`config.mk`:
```
export PLATFORM = sky130hd
export DESIGN_NAME = sc_bitwise_acc
export DESIGN_NICKNAME = d
export VERILOG_FILES = /design/src/rtl/sc_bwacc_pkg.sv /design/src/rtl/sc_bitwise_op.sv /design/src/rtl/sc_bitwise_acc.sv
export SDC_FILE = /design/constraint.sdc
export NUM_CORES = 1
export LEC_CHECK = 0
export ABC_AREA = 1
export CAP_MARGIN = 5
export CORE_MARGIN = 8
export CORE_UTILIZATION = 58
export DETAILED_ROUTE_END_ITERATION = 16
export PLACE_DENSITY = 0.87
export SYNTH_ARGS = -nofsm -noshare
export SYNTH_HDL_FRONTEND = slang
export SYNTH_SLANG_ARGS = --single-unit
```
`constraint.sdc`:
```
create_clock -name SC_BWACC_CLOCK_50 -period 5 [get_ports SC_BWACC_CLOCK_50]
set_clock_uncertainty 0.1 [all_clocks]
set_input_delay 0.75 -clock SC_BWACC_CLOCK_50 [delete_from_list [all_inputs] [get_ports SC_BWACC_CLOCK_50]]
set_output_delay 0.75 -clock SC_BWACC_CLOCK_50 [all_outputs]
set_load 0.05 [all_outputs]
```
`src/rtl/sc_bwacc_pkg.sv`:
```
// Shared definitions for the bitwise logic / accumulate unit: op codes,
// base-function encoding, accumulate FSM states and op decode helpers.
package sc_bwacc_pkg;

  // Operation codes as presented on SC_BWACC_op_In.
  localparam logic [2:0] OP_OR      = 3'b000;
  localparam logic [2:0] OP_AND     = 3'b001;
  localparam logic [2:0] OP_XOR     = 3'b010;
  localparam logic [2:0] OP_NOR     = 3'b011;
  localparam logic [2:0] OP_ACC_OR  = 3'b100;
  localparam logic [2:0] OP_ACC_AND = 3'b101;
  localparam logic [2:0] OP_ACC_XOR = 3'b110;
  localparam logic [2:0] OP_RSVD    = 3'b111;

  // Two-bit function select understood by sc_bitwise_op.
  localparam logic [1:0] FN_OR  = 2'b00;
  localparam logic [1:0] FN_AND = 2'b01;
  localparam logic [1:0] FN_XOR = 2'b10;
  localparam logic [1:0] FN_NOR = 2'b11;

  // Accumulate FSM states.
  typedef enum logic {
    IDLE  = 1'b0,
    ACCUM = 1'b1
  } state_e;

  // Base function of an op code. Accumulating ops reuse the low two bits
  // of their direct counterpart; the reserved code behaves as plain OR.
  function automatic logic [1:0] op_base_fn(input logic [2:0] op);
    if (op == OP_RSVD) begin
      return FN_OR;
    end
    return op[1:0];
  endfunction

  // True for the three accumulating op codes (reserved code is direct).
  function automatic logic op_is_acc(input logic [2:0] op);
    return op[2] && (op != OP_RSVD);
  endfunction

endpackage

```
`src/rtl/sc_bitwise_op.sv`:
```
// Combinational two-operand bitwise function: y = a fn b.
module sc_bitwise_op
  import sc_bwacc_pkg::*;
#(
  parameter int W = 8
) (
  input  logic [1:0]   fn_i,
  input  logic [W-1:0] a_i,
  input  logic [W-1:0] b_i,
  output logic [W-1:0] y_o
);

  // Select the bitwise function of the two operands.
  always_comb begin
    y_o = a_i | b_i;
    case (fn_i)
      FN_OR:   y_o = a_i | b_i;
      FN_AND:  y_o = a_i & b_i;
      FN_XOR:  y_o = a_i ^ b_i;
      FN_NOR:  y_o = ~(a_i | b_i);
      default: y_o = a_i | b_i;
    endcase
  end

endmodule

```
`src/rtl/sc_bitwise_acc.sv`:
```
// Registered bitwise logic unit with valid/ready streaming on both sides.
// Direct ops produce one result per accepted beat; accumulating ops fold a
// multi-beat sequence (terminated by last) into a single result word.
//
// Handshake: a beat transfers on a rising edge where valid_In && ready_Out;
// a result transfers where valid_Out && ready_In. ready_Out is
// !valid_Out || ready_In, so the output register may be refilled on the
// same edge it is drained. Once valid_Out is raised, z_Out and count_Out
// stay stable until the result is taken.
module sc_bitwise_acc
  import sc_bwacc_pkg::*;
#(
  parameter int NUMBER_DATAWIDTH  = 8,
  parameter int NUMBER_COUNTWIDTH = 4
) (
  input  logic                         SC_BWACC_CLOCK_50,
  input  logic                         SC_BWACC_RESET_InHigh,
  input  logic [NUMBER_DATAWIDTH-1:0]  SC_BWACC_data0_In,
  input  logic [NUMBER_DATAWIDTH-1:0]  SC_BWACC_data1_In,
  input  logic [2:0]                   SC_BWACC_op_In,
  input  logic                         SC_BWACC_last_In,
  input  logic                         SC_BWACC_valid_In,
  output logic                         SC_BWACC_ready_Out,
  output logic [NUMBER_DATAWIDTH-1:0]  SC_BWACC_z_Out,
  output logic [NUMBER_COUNTWIDTH-1:0] SC_BWACC_count_Out,
  output logic                         SC_BWACC_valid_Out,
  input  logic                         SC_BWACC_ready_In,
  output state_e                       SC_BWACC_state_Out
);

  localparam int W  = NUMBER_DATAWIDTH;
  localparam int CW = NUMBER_COUNTWIDTH;
  localparam logic [CW-1:0] CNT_ONE = CW'(1);
  localparam logic [CW-1:0] CNT_MAX = '1;

  // Registered state and its next-state values.
  state_e        state_q, state_d;
  logic [W-1:0]  acc_q, acc_d;
  logic [1:0]    fn_q, fn_d;
  logic [CW-1:0] count_q, count_d;
  logic [W-1:0]  z_q, z_d;
  logic [CW-1:0] cnt_out_q, cnt_out_d;
  logic          valid_q, valid_d;

  // Datapath intermediates.
  logic          accept;
  logic          beat_is_acc;
  logic [1:0]    term_fn;
  logic [W-1:0]  term;
  logic [W-1:0]  fold;
  logic [CW-1:0] count_inc;

  assign SC_BWACC_ready_Out = !valid_q || SC_BWACC_ready_In;
  assign accept             = SC_BWACC_valid_In && SC_BWACC_ready_Out;

  // Inside a sequence the latched function applies to every beat,
  // whatever op code the producer happens to present.
  assign term_fn     = (state_q == ACCUM) ? fn_q : op_base_fn(SC_BWACC_op_In);
  assign beat_is_acc = (state_q == ACCUM) || op_is_acc(SC_BWACC_op_In);
  assign count_inc   = (count_q == CNT_MAX) ? count_q : count_q + CNT_ONE;

  // Per-beat term: data0 fn data1.
  sc_bitwise_op #(.W(W)) u_term (
    .fn_i (term_fn),
    .a_i  (SC_BWACC_data0_In),
    .b_i  (SC_BWACC_data1_In),
    .y_o  (term)
  );

  // Accumulator fold: acc fn term, using the function latched at sequence start.
  sc_bitwise_op #(.W(W)) u_fold (
    .fn_i (fn_q),
    .a_i  (acc_q),
    .b_i  (term),
    .y_o  (fold)
  );

  // Next-state logic for the FSM, accumulator, beat counter and output register.
  always_comb begin
    state_d   = state_q;
    acc_d     = acc_q;
    fn_d      = fn_q;
    count_d   = count_q;
    z_d       = z_q;
    cnt_out_d = cnt_out_q;
    valid_d   = valid_q && !SC_BWACC_ready_In;

    if (accept) begin
      if (!beat_is_acc) begin
        // Direct op in IDLE: result straight out, accumulator untouched.
        z_d       = term;
        cnt_out_d = CNT_ONE;
        valid_d   = 1'b1;
      end else if (state_q == IDLE) begin
        // First beat of a sequence seeds the accumulator.
        acc_d   = term;
        fn_d    = op_base_fn(SC_BWACC_op_In);
        count_d = CNT_ONE;
        if (SC_BWACC_last_In) begin
          z_d       = term;
          cnt_out_d = CNT_ONE;
          valid_d   = 1'b1;
        end else begin
          state_d = ACCUM;
        end
      end else begin
        // Subsequent beats fold into the accumulator.
        acc_d   = fold;
        count_d = count_inc;
        if (SC_BWACC_last_In) begin
          z_d       = fold;
          cnt_out_d = count_inc;
          valid_d   = 1'b1;
          state_d   = IDLE;
        end
      end
    end
  end

  // State registers; reset discards any partial accumulation.
  always_ff @(posedge SC_BWACC_CLOCK_50 or posedge SC_BWACC_RESET_InHigh) begin
    if (SC_BWACC_RESET_InHigh) begin
      state_q   <= IDLE;
      acc_q     <= '0;
      fn_q      <= FN_OR;
      count_q   <= '0;
      z_q       <= '0;
      cnt_out_q <= '0;
      valid_q   <= 1'b0;
    end else begin
      state_q   <= state_d;
      acc_q     <= acc_d;
      fn_q      <= fn_d;
      count_q   <= count_d;
      z_q       <= z_d;
      cnt_out_q <= cnt_out_d;
      valid_q   <= valid_d;
    end
  end

  assign SC_BWACC_z_Out     = z_q;
  assign SC_BWACC_count_Out = cnt_out_q;
  assign SC_BWACC_valid_Out = valid_q;
  assign SC_BWACC_state_Out = state_q;

endmodule
```
==> metrics, run 1 <==
Reg2Reg Depth=13; net count after synthesis=408; post-CTS sizing=0; peak supply drop=around 0.28 mV; layout cells sized above 1=~5.4%; final hold violations=0; router iterations before antenna repair=4; worst r2r dst=SC_BWACC_z_Out[0]$_DFFE_PP0P_; Synth Register Bits=28; pwr/cell area=485.4 mW/mm^2; Overall Global Routing Usage=17.67%; slowest CP cell=clkdlybuf4s50_1; Setup TNS=0 ns; class of the worst hold path=register to register; core outline area=about 0.0040 mm^2; Fill cells=347; HPWL Detailed=about 4300 um; Layout Nets=444; area grow syn2layout=19.58%; final slew viol count=0; Routed Antenna Nets=0; number of global-route vias before repair=approximately 2,300; Setup crit end kind=primary output; Ports=39; WP data arrival=approximately 2.1 ns; Synth Instances=between 300 and 400; via density per instance=approximately 5.3; CP cell instances=clkdlybuf4s50_1 > inv_1 > nand2_1 > clkdlybuf4s50_1; Die Span X=about 80 um; clock power share=approximately an eighth; final worst path period share=between 50% and 60%; Sw Share=49.58%; RSZ-0062 raised after global routing=false; max_slew headroom=a little under a third; outcome=completed; vias=about 2,300; row cnt=23; DRC=0; Starting Density=60.06%; die height=about 80 um; Syn Std Cell Area=around 0.0024 mm^2; WHS Path Cells=2; reg2reg start=SC_BWACC_state_Out$_DFFE_PP0P_; Worst-path clk slew=roughly 0.1 ns; clk_lat worst skew=around 0.27 ns; final RePlAce weighted congestion=between 0.8 and 0.9; hold_sp=SC_BWACC_count_Out[2]$_DFFE_PP0P_; post-layout util=71.82%; Startpoint Class=input pin; CTS tree=built; DR WL/cell=~13 um; P_leak=1.578 nW; Seq pwr share=around 28%; P_sw=691.4 uW; post-synthesis sequential area ratio=29.17%; Logic pwr share=around three fifths; FF-to-FF setup slack=between 2 and 2.5 ns; Worst Path Buf+Inv=3; Fmax=0.3354 GHz; initial antenna violation count=0; Final Setup Violations=0; most used cell, CP=clkdlybuf4s50_1; CTS Hold Bufs=0; die area=roughly 0.0065 mm^2; critical path class=input pin to primary output; CP top delay family=buffers and inverters; Port Buffer Count=38; synth unique cells=23; worst slew pin tran=1.034 ns; Critical Path Fanout Max=3; post-route minimum period=2.981 ns; P_int=about 700 uW; Hold EP=SC_BWACC_count_Out[2]$_DFFE_PP0P_; Max H-tree Level=1; Synth warnings=0; first-pass GRT wire length=about 9500 um; largest net degree at the start of global routing=29; Num CTS Buffers=3; Largest stage delay, worst path=0.81 ns; total gr overflow=0; root buf cell=clkbuf_8; max-cap violation count=0; worst endpoint required time=just over 4 ns; # Post-CTS Setup Buffers=0; Avg Cell Area, Syn=6.844 um^2; Routed WL=roughly 5500 um; detailed router's first-iteration violation count=between 100 and 150; CTS sink count=28; Clock Tree Buf Depth=2; ant diodes=0; critical path launch point=SC_BWACC_ready_In
-- power groups by stage --
stage          logic, mW  registers [mW]  clock network, mW
4_1_cts            0.824           0.395              0.179
3_5_place_dp       0.818           0.398                  0
5_1_grt            0.917           0.407              0.189
2_1_floorplan      0.444           0.540                  0
3_3_place_gp       0.786           0.394                  0
6_report           0.822           0.395              0.177
-- routing by layer --
metal  vias to the layer above  global-route usage (%)  wire length, um
met4                         0                   5.273               72
met1                      1092                   19.75             2307
met5                         -                       0                0
met3                        10                   3.460              258
met2                        65                   32.56             2843
li1                       1165                       -                -
-- worst max-delay path by stage --
stage	to	slack (ns)	cells past startpoint
floorplan	SC_BWACC_z_Out[6]$_DFFE_PP0P_	2.66	14
global placement	SC_BWACC_z_Out[4]$_DFFE_PP0P_	1.96	13
global route	acc_q[0]$_DFFE_PP0P_	1.89	15
CTS	SC_BWACC_ready_Out	2.02	4
finish	SC_BWACC_ready_Out	2.02	4
detailed placement	SC_BWACC_z_Out[6]$_DFFE_PP0P_	1.89	14
-- cell families (layout without fill, tap and decap cells) --
kind of cell    count (synthesis)  after routing  share of synthesized area [%]
flops                          28             28                          29.17
simple gates                  191            191                          34.69
compound gates                 27             27                          6.667
fa+ha+maj                      33             33                          17.19
buf+inv                        72            107                          12.29
-- cell usage after synthesis --
library cell | instances | area (um^2)
nand3_2 | 2 | 20.02
inv_1 | 61 | 229.0
nor2_4 | 1 | 11.26
buf_2 | 5 | 25.02
nand3b_1 | 1 | 7.510
nand2_4 | 2 | 22.52
nor3_1 | 1 | 5.000
nand4_1 | 2 | 12.51
a21oi_1 | 12 | 60.06
dfrtp_1 | 28 | 700.7
nand3_1 | 39 | 195.2
buf_6 | 1 | 11.26
o2111ai_1 | 6 | 52.55
nor2_2 | 6 | 37.54
nor2_1 | 17 | 63.81
buf_4 | 3 | 22.52
nand2_1 | 117 | 439.2
nand2_2 | 2 | 12.51
a211oi_1 | 1 | 7.510
ha_1 | 33 | 412.9
inv_2 | 2 | 7.510
o21ai_0 | 8 | 40.04
or2_1 | 1 | 6.260
-- flip-flops by register name, summed over array words and instances, names as in the netlist --
signal	count
SC_BWACC_z_Out	8
fn_q	2
SC_BWACC_state_Out	1
count_q	4
acc_q	8
SC_BWACC_valid_Out	1
SC_BWACC_count_Out	4
-- metrics by stage --
step	setup slack, ns	hold WS [ns]	cell area (um^2)	total power, mW	cells
after floorplan	2.659	0.3769	2402	0.9840	351
after global placement	1.959	0.3553	2801	1.180	432
after detailed placement	1.890	0.3582	2801	1.216	432
after CTS	2.017	0.3816	2873	1.398	436
after global routing	1.891	0.4095	2873	1.514	436
final	2.019	0.3774	2873	1.394	436
-- cell type report --
type | instances | area [um^2] | area share [%]
multi-input cells | 251 | 1406 | 48.95
flip-flops and latches | 28 | 700.7 | 24.39
repair buffers | 40 | 395.4 | 13.76
inverters | 63 | 236.5 | 8.232
well taps | 50 | 62.56 | 2.178
clock buffers | 3 | 41.29 | 1.437
clock inverters | 1 | 30.03 | 1.045
-- worst reg2reg max path, stage by stage (launching register included) --
cell	delay, ns
dfrtp_1	0.52
inv_2	0.36
nand3_1	0.18
nand2_2	0.25
nand2_4	0.11
nor2_1	0.14
nor2_2	0.06
nand2_1	0.08
inv_1	0.06
ha_1	0.26
nand2_1	0.08
o2111ai_1	0.17
nand3_1	0.13
nand2_1	0.05
-- cells in the final DEF (no fill, tap or decap) --
cell,Yosys,routed
nand2_1,117,117
inv_1,61,61
nand3_1,39,39
clkdlybuf4s50_1,0,38
ha_1,33,33
dfrtp_1,28,28
nor2_1,17,17
a21oi_1,12,12
o21ai_0,8,8
o2111ai_1,6,6
nor2_2,6,6
clkbuf_8,0,3
inv_2,2,2
nand3_2,2,2
nand2_4,2,2
nand2_2,2,2
nand4_1,2,2
buf_4,3,2
nor3_1,1,1
a211oi_1,1,1
nor2_4,1,1
or2_1,1,1
nand3b_1,1,1
bufinv_16,0,1
Power figures use the tool's default switching activity.
==> inputs of run 2 (changes only) <==
--- a/config.mk
+++ b/config.mk
@@ -8,9 +8,9 @@
 export ABC_AREA = 1
 export CAP_MARGIN = 5
 export CORE_MARGIN = 8
-export CORE_UTILIZATION = 58
+export CORE_UTILIZATION = 54
 export DETAILED_ROUTE_END_ITERATION = 16
-export PLACE_DENSITY = 0.87
+export PLACE_DENSITY = 0.82
 export SYNTH_ARGS = -nofsm -noshare
 export SYNTH_HDL_FRONTEND = slang
 export SYNTH_SLANG_ARGS = --single-unit
==> constraint.sdc (replaced) <==
create_clock -name SC_BWACC_CLOCK_50 -period 3.1 [get_ports SC_BWACC_CLOCK_50]
set_clock_uncertainty 0.1 [all_clocks]
set_input_delay 0.465 -clock SC_BWACC_CLOCK_50 [delete_from_list [all_inputs] [get_ports SC_BWACC_CLOCK_50]]
set_output_delay 0.465 -clock SC_BWACC_CLOCK_50 [all_outputs]
set_load 0.05 [all_outputs]
==> run 2 against run 1 <==
Clock power increased by 64%; utilization shrank 5.3 points; total power increased by 61%; wire length is 2.5% lower; clock-buffer cell count did not move; die area rose by 5.9%; first-iteration DRC count up 28%; worst setup slack worse by 1.6 ns; register-to-register slack lost 1.9 ns; final cell count increased by 0.46%; critical endpoint is now fn_q[0]$_DFFE_PP0P_; highest routed layer unchanged.
==> metrics, run 2 (synthesis results as in run 1) <==
max-cap violation count=0; max_slew headroom=a little over a third; root buf cell=clkbuf_8; ant diodes=0; DRC=0; die area=between 0.006 and 0.007 mm^2; Routed Antenna Nets=0; Final Setup Violations=0; pwr/cell area=780.1 mW/mm^2; Num CTS Buffers=3; Fmax=around 0.37 GHz; clk_lat worst skew=~0.28 ns; Layout Nets=between 400 and 500; Largest stage delay, worst path=0.74 ns; first-pass GRT wire length=approximately 9500 um; vias=about 2,300; Worst-path clk slew=about 0.10 ns; RSZ-0062 raised after global routing=false; Setup crit end kind=register; setup slack at placement=~0.14 ns; Clock Tree Buf Depth=2; CTS tree=built; Startpoint Class=input pin; hold_sp=SC_BWACC_count_Out[2]$_DFFE_PP0P_; Setup TNS=0 ns; router iterations before antenna repair=4; detailed router's first-iteration violation count=190; most used cell, CP=nor2_1; CTS sink count=28; # Post-CTS Setup Buffers=0; Fill cells=406; initial antenna violation count=0; WP data arrival=2.83 ns; worst r2r dst=SC_BWACC_z_Out[0]$_DFFE_PP0P_; slowest CP cell=nor2_1; worst endpoint required time=approximately 3.2 ns; Port Buffer Count=38; P_leak=roughly 1.6 nW; WHS Path Cells=2; number of global-route vias before repair=between 2,000 and 2,500; post-CTS sizing=0; final worst path period share=a little under 90%; most frequent cells in the layout=nand2_1 (117), inv_1 (61), nand3_1 (39); outcome=completed; FF-to-FF setup slack=~0.41 ns; total gr overflow=0; via density per instance=between 5 and 6; final hold violations=0; Die Span X=roughly 83 um; post-route minimum period=roughly 2.7 ns; largest net degree at the start of global routing=29; reg2reg start=SC_BWACC_state_Out$_DFFE_PP0P_; DR WL/cell=roughly 12 um; Critical Path Fanout Max=15; most common cell after layout, fill and taps aside=nand2_1; critical path launch point=SC_BWACC_ready_In; CP cell instances=clkdlybuf4s50_1 > inv_1 > nand2_1 > nand2_1 > nor2_1 > inv_1 > nor2_1 > nor2_1 > a21oi_1; final RePlAce weighted congestion=slightly below 0.9; core outline area=0.004324 mm^2; Routed WL=~5300 um; post-layout util=66.49%; Overall Global Routing Usage=around 17%; area grow syn2layout=19.69%; layout cells sized above 1=5.440%; Reg2Reg Depth=13; HPWL Detailed=about 4200 um; worst slew pin tran=0.9541 ns; setup ws final=between 0.3 and 0.4 ns; class of the worst hold path=register to register; critical path class=input pin to register; Ports=39; Max H-tree Level=1; Hold EP=SC_BWACC_count_Out[2]$_DFFE_PP0P_; row cnt=24; CTS Hold Bufs=0; die height=roughly 83 um; final slew viol count=0; peak supply drop=0.4787 mV; Starting Density=a little under three fifths
-- run 2: cell counts in the layout (fill, tap and decap cells not counted) --
Identical to the previous run, type by type.
-- run 2: layout make-up --
class / count / area, um^2 / area share (%)
multi-input combinational: 251 / 1406 / 48.91
sequential: 28 / 700.7 / 24.37
timing repair buffer: 40 / 395.4 / 13.75
inverter: 63 / 236.5 / 8.225
tap: 52 / 65.06 / 2.263
clock buffer: 3 / 41.29 / 1.436
clock inverter: 1 / 30.03 / 1.044
-- run 2: per-stage QoR --
step                      std cells  area, um^2  power (mW)  hold slack [ns]
after global routing            438        2875       2.456           0.4125
after detailed placement        434        2804       1.953           0.3628
after floorplan                 351        2402       1.587           0.3769
after CTS                       438        2875       2.251           0.3862
after global placement          434        2804       1.914           0.3555
final                           438        2875       2.243           0.3809
-- run 2: power breakdown --
group | total [mW] | switching (mW) | internal [mW]
combinational | 1.32 | 0.874 | 0.442
sequential | 0.636 | 0.122 | 0.514
clock | 0.291 | 0.118 | 0.173
-- run 2: worst max-delay path, delay by kind of cell --
| family | cells | cell delay, ns |
|---|---|---|
| AO/OA/AOI/OAI | 1 | 0.11 |
| buffers and inverters | 3 | 0.93 |
| AND/OR/NAND/NOR | 5 | 1.31 |
-- run 2: worst max path at each step --
stage,endpoint,slack (ns),cells after the start
5_1_grt,SC_BWACC_z_Out[6]$_DFFE_PP0P_,0.1,13
6_report,fn_q[0]$_DFFE_PP0P_,0.39,9
3_5_place_dp,fn_q[0]$_DFFE_PP0P_,0.14,9
2_1_floorplan,SC_BWACC_z_Out[6]$_DFFE_PP0P_,0.76,14
3_3_place_gp,acc_q[6]$_DFFE_PP0P_,0.30,14
4_1_cts,fn_q[0]$_DFFE_PP0P_,0.42,9
-- run 2: routing by layer --
metal / track usage (%) / vias up / share of wire, % / wire (um)
met4: 4.138 / 0 / 1.5 / 78
li1: - / 1168 / - / -
met1: 20.18 / 1057 / 42 / 2257
met3: 3.247 / 11 / 5.6 / 298
met5: 0 / - / 0 / 0
met2: 30.77 / 48 / 51 / 2713
